### config.mk
export PLATFORM = sky130hd
export DESIGN_NAME = if_fetch_stage
export DESIGN_NICKNAME = d
export VERILOG_FILES = /design/src/rtl/if_fetch_stage.sv
export SDC_FILE = /design/constraint.sdc
export NUM_CORES = 1
export LEC_CHECK = 0
export CELL_PAD_IN_SITES_DETAIL_PLACEMENT = 1
export CELL_PAD_IN_SITES_GLOBAL_PLACEMENT = 1
export CORE_MARGIN = 2
export CORE_UTILIZATION = 30
export DETAILED_ROUTE_END_ITERATION = 12
export PLACE_DENSITY = 0.73
export REMOVE_ABC_BUFFERS = 1
export SYNTH_ARGS = -nofsm -noshare
export SYNTH_HDL_FRONTEND = slang
export SYNTH_SLANG_ARGS = --single-unit
### constraint.sdc
create_clock -name clk -period 2.6 [get_ports clk]
set_input_delay 0.39 -clock clk [delete_from_list [all_inputs] [get_ports clk]]
set_output_delay 0.39 -clock clk [all_outputs]
set_load 0.03 [all_outputs]
### src/rtl/if_fetch_stage.sv
// Instruction fetch: owns the PC, drives the ROM address, fills IF/ID.
// Ports: clk/rst_n, stall, redirect_valid/pc, imem_addr/rdata, IF/ID, halted, fetch_count.
module if_fetch_stage #(
    parameter logic [31:0] RESET_PC  = 32'h00000000,
    parameter logic [31:0] NOP_INSTR = 32'h00000013,
    parameter int          COUNT_W   = 16
) (
    input  logic               clk,
    input  logic               rst_n,
    input  logic               stall,
    input  logic               redirect_valid,
    input  logic [31:0]        redirect_pc,
    output logic [31:0]        imem_addr,
    input  logic [31:0]        imem_rdata,
    output logic               if_id_valid,
    output logic [31:0]        if_id_pc,
    output logic [31:0]        if_id_pc_plus4,
    output logic [31:0]        if_id_instr,
    output logic               halted,
    output logic [COUNT_W-1:0] fetch_count
);

    logic [31:0] pc;
    logic [31:0] pc_plus4;
    logic        do_redir;
    logic        do_hold;
    logic        do_idle;
    logic        do_halt;
    logic        do_fetch;
    logic        load_bubble;

    assign imem_addr = pc;
    assign pc_plus4  = pc + 32'd4;

    // One-hot edge action: redirect > stall > halted > normal.
    always_comb begin
        do_redir = redirect_valid;
        do_hold  = !redirect_valid && stall;
        do_idle  = !redirect_valid && !stall && halted;
        do_halt  = !redirect_valid && !stall && !halted
                   && (imem_rdata == 32'h0);
        do_fetch = !redirect_valid && !stall && !halted
                   && (imem_rdata != 32'h0);
        load_bubble = do_redir || do_idle || do_halt;
    end

    always_ff @(posedge clk or negedge rst_n) begin
        if (!rst_n) begin
            pc     <= RESET_PC;
            halted <= 1'b0;
        end else begin
            unique case (1'b1)
                do_redir: begin
                    pc     <= {redirect_pc[31:2], 2'b00};
                    halted <= 1'b0;
                end
                do_halt:  halted <= 1'b1;
                do_fetch: pc     <= pc_plus4;
                default: ;
            endcase
        end
    end

    always_ff @(posedge clk or negedge rst_n) begin
        if (!rst_n) begin
            if_id_valid    <= 1'b0;
            if_id_pc       <= 32'h0;
            if_id_pc_plus4 <= 32'h0;
            if_id_instr    <= NOP_INSTR;
        end else if (load_bubble) begin
            if_id_valid    <= 1'b0;
            if_id_pc       <= 32'h0;
            if_id_pc_plus4 <= 32'h0;
            if_id_instr    <= NOP_INSTR;
        end else if (do_fetch) begin
            if_id_valid    <= 1'b1;
            if_id_pc       <= pc;
            if_id_pc_plus4 <= pc_plus4;
            if_id_instr    <= imem_rdata;
        end
    end

    // Saturating: holds at all-ones instead of wrapping.
    always_ff @(posedge clk or negedge rst_n) begin
        if (!rst_n) begin
            fetch_count <= '0;
        end else if (do_fetch && (fetch_count != '1)) begin
            fetch_count <= fetch_count + COUNT_W'(1);
        end
    end

endmodule

# After elaboration in Yosys (flattened, before gate mapping)

Cells that the tools add are included.

Add/sub/neg operators: 2
Multiply operators: 0
Div/mod/pow operators: 0
Order comparisons: 0
Eq/ne operators: 1
Shift-type cells: 0
Multiplexer cells: 10
Bitwise logic cells: 0
Reductions and logical operators: 16

Operators by type and width:

| operator                                       | count |
|---|---|
| two-way mux 32 bit                             | 6 |
| case mux 32 bit (2 select lines)               | 1 |
| adder 32 x 3 -> 32 bit (second input constant) | 1 |
| logical NOT 32 bit                             | 1 |
| nonzero test 32 bit                            | 1 |
| adder 16 x 1 -> 16 bit (second input constant) | 1 |
| != test 16 bit (second input constant)         | 1 |
| logical AND 1 bit                              | 6 |
| nonzero test 2 bit                             | 3 |
| logical NOT 1 bit                              | 3 |
| logical OR 1 bit                               | 2 |
| two-way mux 1 bit                              | 2 |
| case mux 1 bit (2 select lines)                | 1 |

Bits in registers: 146
Latch bits: 0
Bits in writable memories: 0
Bits in read-only memories: 0
Bits of input ports: 68
Output and inout bits: 146
Logic and storage cells: 36
Memories kept: 0

# Logic depth before layout (Yosys ltp)

Gate-level depths: netlist (run 1).

Word-level depth: 6
Gate-level depth with buffers: 8
Gate-level depth less buffers: 6

# Least setup slack after synthesis (run 1)

Ideal clock, no wire load.

Path kind: register -> register
Start point: reg pc[2], in the netlist imem_addr[2]
End point: reg pc[16], in the netlist imem_addr[16]
Library setup time: 0.130 ns
Arrival: 2.051 ns
Data required time: 2.470 ns
Slack: 0.418 ns
Cell stages (with the launch flop): 7
Path buffers: 0
Period minus slack after synthesis: 2.182 ns
Cell sequence: dfrtp_1 > ha_1 > nand3_1 > or4_4 > a2111oi_4 > xnor2_1 > o21ai_1

Word-level cells in the longest chain between the ends: 2

RTL lines:

| element                          | line | RTL |
|---|---|---|
| start, declared                  | 23   | `logic [31:0] pc;` |
| start signal, assigned           | 54   | `pc <= {redirect_pc[31:2], 2'b00};` |
| start signal, assigned           | 58   | `do_fetch: pc <= pc_plus4;` |
| adder 32 x 3 -> 32 bit           | 33   | `assign pc_plus4 = pc + 32'd4;` |
| case mux 32 bit (2 select lines) | 52   | `unique case (1'b1)` |

Every way passes these cells.
A chain may end at the register's enable or synchronous reset.

# Worst setup path in the final report (run 1)

Start point: in imem_rdata[3]
End point: reg pc[5], in the netlist imem_addr[5]

Word-level cells in the longest chain between the ends: 3
Elaborated cells between the ends (all ways): 4
Classes of those cells: 1 x mux; 3 x reduce/logical

RTL lines:

| element                                                                | line | RTL |
|---|---|---|
| start, declared                                                        | 14   | `input logic [31:0] imem_rdata,` |
| nonzero test 32 bit (*)                                                | 43   | `&& (imem_rdata != 32'h0);` |
| logical AND 1 bit (*)                                                  | 43   |  |
| case mux 32 bit (2 select lines) or nonzero test 2 bit (tied branches) | --   |  |

Mark *: on every way between the ends. The rest lies on a longest branch, timed or not.

==> results.json, run 1 <==
{
  "dpl.hpwl_mm": 16.3,
  "critPathCaptureType": "flip-flop",
  "fp.dieW_um": 155,
  "finClkSkew_ns": 0.0108,
  "ir_drop_v": 0.000373,
  "worstPathMaxFanout": 3,
  "combPwrFrac": 0.218,
  "ys_types": 50,
  "grt_setup_unrepaired": "no",
  "cts_sinks": 141,
  "timing_worst_setup_path_type": "in2reg",
  "initial_core_util": 0.304,
  "p_leak_uw": 0.00406,
  "slew_violations": 0,
  "overflow": 0,
  "ys_seq_elements": 141,
  "die_h_um": 155,
  "worstMarginPinSlew_ns": 0.598,
  "ios": 214,
  "cp_data_arrival_time_ns": 2.54,
  "slew_headroom": 0.591,
  "synth_edf_count": 0,
  "drc": 0,
  "setup_viol": 0,
  "p_sw_uw": 2060,
  "pre_cts_slack_ns": -0.0718,
  "wl_per_cell_um": 17.8,
  "path_cells": "clkdlybuf4s50_1 > nor4_1 > buf_4 > and4_1 > buf_4 > a2111oi_0 > buf_4 > xnor2_1 > o21ai_0",
  "clockBufferDepth": 2,
  "path_buf_inv": 4,
  "cpPeakStageDelay_ns": 0.59,
  "grt_antenna_before_repair": 1,
  "synthCells": 747,
  "total_power_uw": 6700,
  "grt_start_max_net_pins": 72,
  "fin_ws_ns": 0.335,
  "grt.total_usage": 0.194,
  "cap_viol_max_count": 0,
  "async_flop_share": 1.00,
  "vias": 6261,
  "placed_area_um2": 9520,
  "cts_made_buffers": 17,
  "yosysWarnings": 0,
  "yosysSeqAreaShare": 0.516,
  "max_freq_mhz": 442,
  "cp_common_cell": "buf_4",
  "cts.root.buffer_cell": "clkbuf_16",
  "layout.cells.non_filler": 1264,
  "nets": 1035,
  "viasPerCell": 4.95,
  "coreArea_um2": 22500,
  "synthFlopType": "dfrtp_1",
  "p_int_uw": 4630,
  "path_clk_slew_ns": 0.07,
  "wl_mm": 22.6,
  "placedCellCount": 1230,
  "hp-class": "in2async",
  "clk_latency_ns": 0.42,
  "rows": 55,
  "p_sw_frac": 0.308,
  "syn-cell-area_um2": 6840,
  "powerDensity_nw_per_um2": 659,
  "drive_above_1_share": 0.101,
  "stdcell_area_um2": 10200,
  "cts-htree-levels": 4,
  "min_period_over_period": 0.871,
  "dr.pass1.iters": 4,
  "clockPowerShare": 0.397,
  "cp-start-kind": "primary input",
  "critPathRequiredTime_ns": 2.88,
  "min_period_ns": 2.26,
  "slowest_stage": "a2111oi_0",
  "area_delta_synth_final_pct": 48.6,
  "final_util": 0.452,
  "ant_nets": 0,
  "drt-initial-drc-count": 200,
  "port_buffers": 209,
  "fillers": 2540,
  "cts_tree": "built",
  "gp_congestion": 0.763,
  "avgSynthCellArea_um2": 9.16,
  "cts_setup_buffers": 0,
  "fp.dieArea_um2": 24000,
  "p_seq_frac": 0.385,
  "hold_viol": 0,
  "grt_pass1_vias": 6782,
  "grt_pass1_wl_mm": 37.1,
  "crit_family": "buffers and inverters",
  "status": "completed"
}
==> timing repair <==
item / 4_1_cts / 5_1_grt
setup endpoints to repair: 0 / 0
resized for setup: 0 / 0
endpoints found under the hold margin: 48 / 0
hold buffers: 1 / 0
==> layout make-up <==
class                           count  area (um2)  share of cell area
Clock inverter                     13         188              0.0185
Multi-Input combinational cell    541        3050               0.300
Clock buffer                       19         443              0.0436
Tap cell                          285         357              0.0351
Timing Repair Buffer              262        2580               0.254
Antenna cell                        1        2.50            0.000246
Sequential cell                   141        3530               0.348
Inverter                            2        7.51            0.000739
==> path summary, 6_finish.rpt <==
check / cells past startpoint / from / endpoint / slack [ns]
setup / recovery: 9 / imem_rdata[3] / imem_addr[5] / 0.34
hold / removal: 2 / rst_n / if_id_pc[4] / 0.49
setup reg to reg: 7 / imem_addr[3] / imem_addr[30] / 0.36
hold reg to reg: 1 / fetch_count[8] / fetch_count[8] / 0.49
max in group asynchronous: 3 / rst_n / if_id_instr[4] / 1.32
min in group clk: 1 / fetch_count[8] / fetch_count[8] / 0.49
==> worst register-to-register path, stage by stage (launching register included) <==
cell and delay, ns:
dfrtp_1 0.43, ha_1 0.27, nand3_1 0.18, nor3_1 0.34
buf_12 0.18, nand3_1 0.15, or4_1 0.44, a31oi_1 0.17
==> layer usage <==
metal  global-route usage  up-vias  share of wire
li1                     -     3028              -
met1                0.258     3075           0.47
met2                0.326      138           0.48
met3               0.0387       20          0.039
met4               0.0472        0          0.013
met5                    0        -              0
==> cell usage after synthesis (all sizes together), types with 9 or more instances <==
cell type  number  area [um2]
a211oi         28         210
a21oi          62         310
a31oi          13        81.3
and3            9        56.3
buf            31         161
clkbuf         33         124
dfrtp         138        3450
nand2         158         593
nand3          39         208
nand4          17         106
nor2           49         186
nor3           12        65.1
nor4           16         115
o21ai          21         105
or4            11        86.3
xnor2          13         114
xor2           41         359
==> metrics by stage <==
step           setup TNS, ns  hold slack, ns
2_1_floorplan        -199.80          0.0944
3_3_place_gp         -0.0128           0.386
3_5_place_dp          -0.108           0.383
4_1_cts                    0           0.502
5_1_grt                    0           0.513
6_report                   0           0.491
==> registers in the layout, indices dropped and copies added, names as in the netlist <==
| signal | count |
|---|---|
| if_id_pc | 31 |
| if_id_instr | 32 |
| if_id_valid | 1 |
| if_id_pc_plus4 | 30 |
| halted | 1 |
| imem_addr | 30 |
| fetch_count | 16 |
==> kinds of logic (layout without fill, tap and decap cells) <==
| family | after synthesis | count (layout) | synth area share |
|---|---|---|---|
| AND/OR/NAND/NOR | 337 | 337 | 0.234 |
| AO/OA/AOI/OAI | 144 | 144 | 0.130 |
| flip-flops | 141 | 141 | 0.516 |
| buffers and inverters | 66 | 296 | 0.0428 |
| XOR/XNOR | 54 | 54 | 0.0691 |
| adder cells (fa/ha/maj) | 2 | 2 | 0.00366 |
| multiplexers | 2 | 2 | 0.00329 |
| other | 1 | 3 | 0.000548 |
==> power by group through the flow <==
stage / clock [uW] / combinational, uW / sequential (uW)
final: 2660 / 1460 / 2570
after global routing: 2840 / 1570 / 2610
after CTS: 2720 / 1480 / 2580
after detailed placement: 0 / 1480 / 2620
after global placement: 0 / 1460 / 2610
after floorplan: 0 / 366 / 2950
==> cell usage in the layout (no fill, tap or decap), types with 3 or more instances in the layout <==
master             n
bufinv_16          4
nor2b_1            3
and4_1             3
inv_6              3
nor2_1            48
nand4_1           17
clkdlybuf4s50_1  208
xor2_1            41
xnor2_1           13
a31oi_1           13
and2_1             6
nand3_1           38
nor4_1            15
nand3b_1           3
o211ai_1           6
o21ai_0           16
a21oi_1           62
buf_4             45
a211oi_1          28
or4_1             10
or3_1              6
nand2_1          158
nor3_1            11
dfstp_2            3
clkinvlp_4         3
clkbuf_16         17
buf_12             7
o2111ai_1          3
o31ai_1            3
dfrtp_1          138
and3_1             9
Note: power is estimated with default switching activity, not from simulation.
==> run 2, diff against run 1 <==
--- a/config.mk
+++ b/config.mk
@@ -12,6 +12,7 @@
 export DETAILED_ROUTE_END_ITERATION = 12
 export PLACE_DENSITY = 0.73
 export REMOVE_ABC_BUFFERS = 1
+export SLEW_MARGIN = 25
 export SYNTH_ARGS = -nofsm -noshare
 export SYNTH_HDL_FRONTEND = slang
 export SYNTH_SLANG_ARGS = --single-unit
==> constraint.sdc (replaced) <==
create_clock -name clk -period 2.7 [get_ports clk]
set_input_delay 0.405 -clock clk [delete_from_list [all_inputs] [get_ports clk]]
set_output_delay 0.405 -clock clk [all_outputs]
set_load 0.03 [all_outputs]
==> run 2 against run 1 <==
Against the previous run: setup slack better by 0.075 ns; cell count decreased by 1.0%; via count up 1.1%; combinational power fell by 5%; sequential share of layout area is 0.49 points higher; register-to-register slack gained 0.05 ns; die area did not move; final area fell by 1.4%; largest cell class unchanged; sequential power is 3% lower; largest power group is now sequential cells; clock power decreased by 11%; first-iteration DRC count rose by 17%; utilization fell by 0.63 points.
==> results.json, run 2 (synthesis gave the netlist of run 1 again) <==
{
  "status": "completed",
  "path_cells": "ha_1 > nand3_1 > or4_4 > a2111oi_4 > xnor2_1 > o21ai_1",
  "wl_per_cell_um": 18.1,
  "cts_sinks": 141,
  "hold_viol": 0,
  "grt.total_usage": 0.195,
  "diodes": 0,
  "whs_ns": 0.432,
  "top_regs": "if_id_instr (32), if_id_pc (31)",
  "r2r_cells": 6,
  "min_period_ns": 2.29,
  "largest_reg_flops": 32,
  "r2r_end": "imem_addr[16]",
  "cts.root.buffer_cell": "clkbuf_16",
  "overflow": 0,
  "cp-startpoint": "imem_addr[2]",
  "grt_pass1_vias": 6663,
  "cp_data_arrival_time_ns": 2.58,
  "critPathCaptureType": "flip-flop",
  "cpPeakStageDelay_ns": 0.59,
  "cts_tree": "built",
  "slew_violations": 0,
  "cap_viol_max_count": 0,
  "finClkSkew_ns": 0.0103,
  "p_sw_frac": 0.318,
  "dr.pass1.iters": 4,
  "p_sw_uw": 1990,
  "path_buf_inv": 0,
  "fin_ws_ns": 0.410,
  "r2r-start": "imem_addr[2]",
  "worstPathMaxFanout": 8,
  "ir_drop_v": 0.000377,
  "crit_family": "simple AND/OR/NAND/NOR gates",
  "timing_worst_setup_path_type": "reg2reg",
  "cts-htree-levels": 4,
  "max_freq_mhz": 437,
  "initial_core_util": 0.304,
  "r2r_slack_ns": 0.41,
  "cts_made_buffers": 17,
  "ios": 214,
  "cp.depth": 6,
  "slowest_stage": "or4_4",
  "grt_antenna_before_repair": 0,
  "coreArea_um2": 22500,
  "drive_above_1_share": 0.0901,
  "hp-class": "in2async",
  "final_util": 0.445,
  "final_cell_mix": "clkdlybuf4s50_1, nand2_1, dfrtp_1",
  "grt_start_max_net_pins": 69,
  "vias": 6328,
  "wl_mm": 22.7,
  "clk_latency_ns": 0.42,
  "gp_congestion": 0.751,
  "final_common_cell": "clkdlybuf4s50_1",
  "clockBufferDepth": 2,
  "pre_cts_slack_ns": -0.0145,
  "crit_end": "imem_addr[16]",
  "grt_pass1_wl_mm": 37.2,
  "slew_headroom": 0.586,
  "drt-initial-drc-count": 234,
  "p_leak_uw": 0.00398,
  "min_period_over_period": 0.848,
  "grt_setup_unrepaired": "no",
  "clockPowerShare": 0.378,
  "dpl.hpwl_mm": 16.4,
  "fp.dieW_um": 155,
  "nets": 1023,
  "ant_nets": 0,
  "regMostFlops": "if_id_instr",
  "critPathRequiredTime_ns": 2.99,
  "drc": 0,
  "worstMarginPinSlew_ns": 0.606,
  "cp-start-kind": "flip-flop",
  "die_h_um": 155,
  "viasPerCell": 5.06,
  "combPwrFrac": 0.222,
  "path_clk_slew_ns": 0.06,
  "rows": 55,
  "fp.dieArea_um2": 24000,
  "cts_setup_buffers": 0,
  "p_seq_frac": 0.400,
  "p_int_uw": 4260,
  "setup_viol": 0,
  "port_buffers": 209,
  "area_delta_synth_final_pct": 46.5,
  "powerDensity_nw_per_um2": 623
}
[run 2: area by class of cell]
class	instances	area (um2)
clock buffers	19	443
clock inverters	13	138
fillers	2572	12500
inverters	2	7.51
multi-input cells	541	3050
flip-flops and latches	141	3530
well taps	285	357
repair buffers	250	2490
[run 2: metal layers]
metal	routed length, um	vias to the layer above	GRT usage	part of all wire
met3	914	24	0.0396	0.040
met2	10900	144	0.325	0.48
met5	0	-	0	0
met4	356	0	0.0564	0.016
li1	-	3013	-	-
met1	10500	3147	0.259	0.46
[run 2: worst min-delay path by stage]
stage           from        endpoint  depth (start not counted)
6_report       rst_n     if_id_pc[2]                          2
5_1_grt        rst_n     if_id_pc[2]                          2
4_1_cts        rst_n     if_id_pc[2]                          2
3_5_place_dp   rst_n     if_id_pc[2]                          1
3_3_place_gp   rst_n     if_id_pc[2]                          1
2_1_floorplan  rst_n  fetch_count[0]                          0
[run 2: what timing repair did]
action	4_1_cts	5_1_grt
hold buffers	1	0
gates resized for setup	0	0
endpoints found under the hold margin	28	0
[run 2: worst register-to-register path, stage by stage (launching register included)]
cell and delay (ns):
dfrtp_1 0.49, ha_1 0.29, nand3_1 0.18, or4_4 0.59, a2111oi_4 0.37, xnor2_1 0.17
o21ai_1 0.07
[run 2: power by group through the flow]
| stage | clock, uW | sequential [uW] | combinational (uW) |
|---|---|---|---|
| 6_report | 2360 | 2500 | 1390 |
| 5_1_grt | 2530 | 2530 | 1490 |
| 4_1_cts | 2430 | 2500 | 1410 |
| 3_5_place_dp | 0 | 2540 | 1400 |
| 3_3_place_gp | 0 | 2530 | 1370 |
| 2_1_floorplan | 0 | 2840 | 353 |
[run 2: per-stage QoR]
step | cell area [um2] | cells | setup TNS [ns] | total power [uW]
6_report | 10000 | 1251 | 0 | 6240
5_1_grt | 10000 | 1251 | 0 | 6560
4_1_cts | 10000 | 1251 | 0 | 6330
3_5_place_dp | 9430 | 1218 | -0.0145 | 3940
3_3_place_gp | 9430 | 1218 | 0 | 3900
2_1_floorplan | 6560 | 684 | -190.29 | 3200
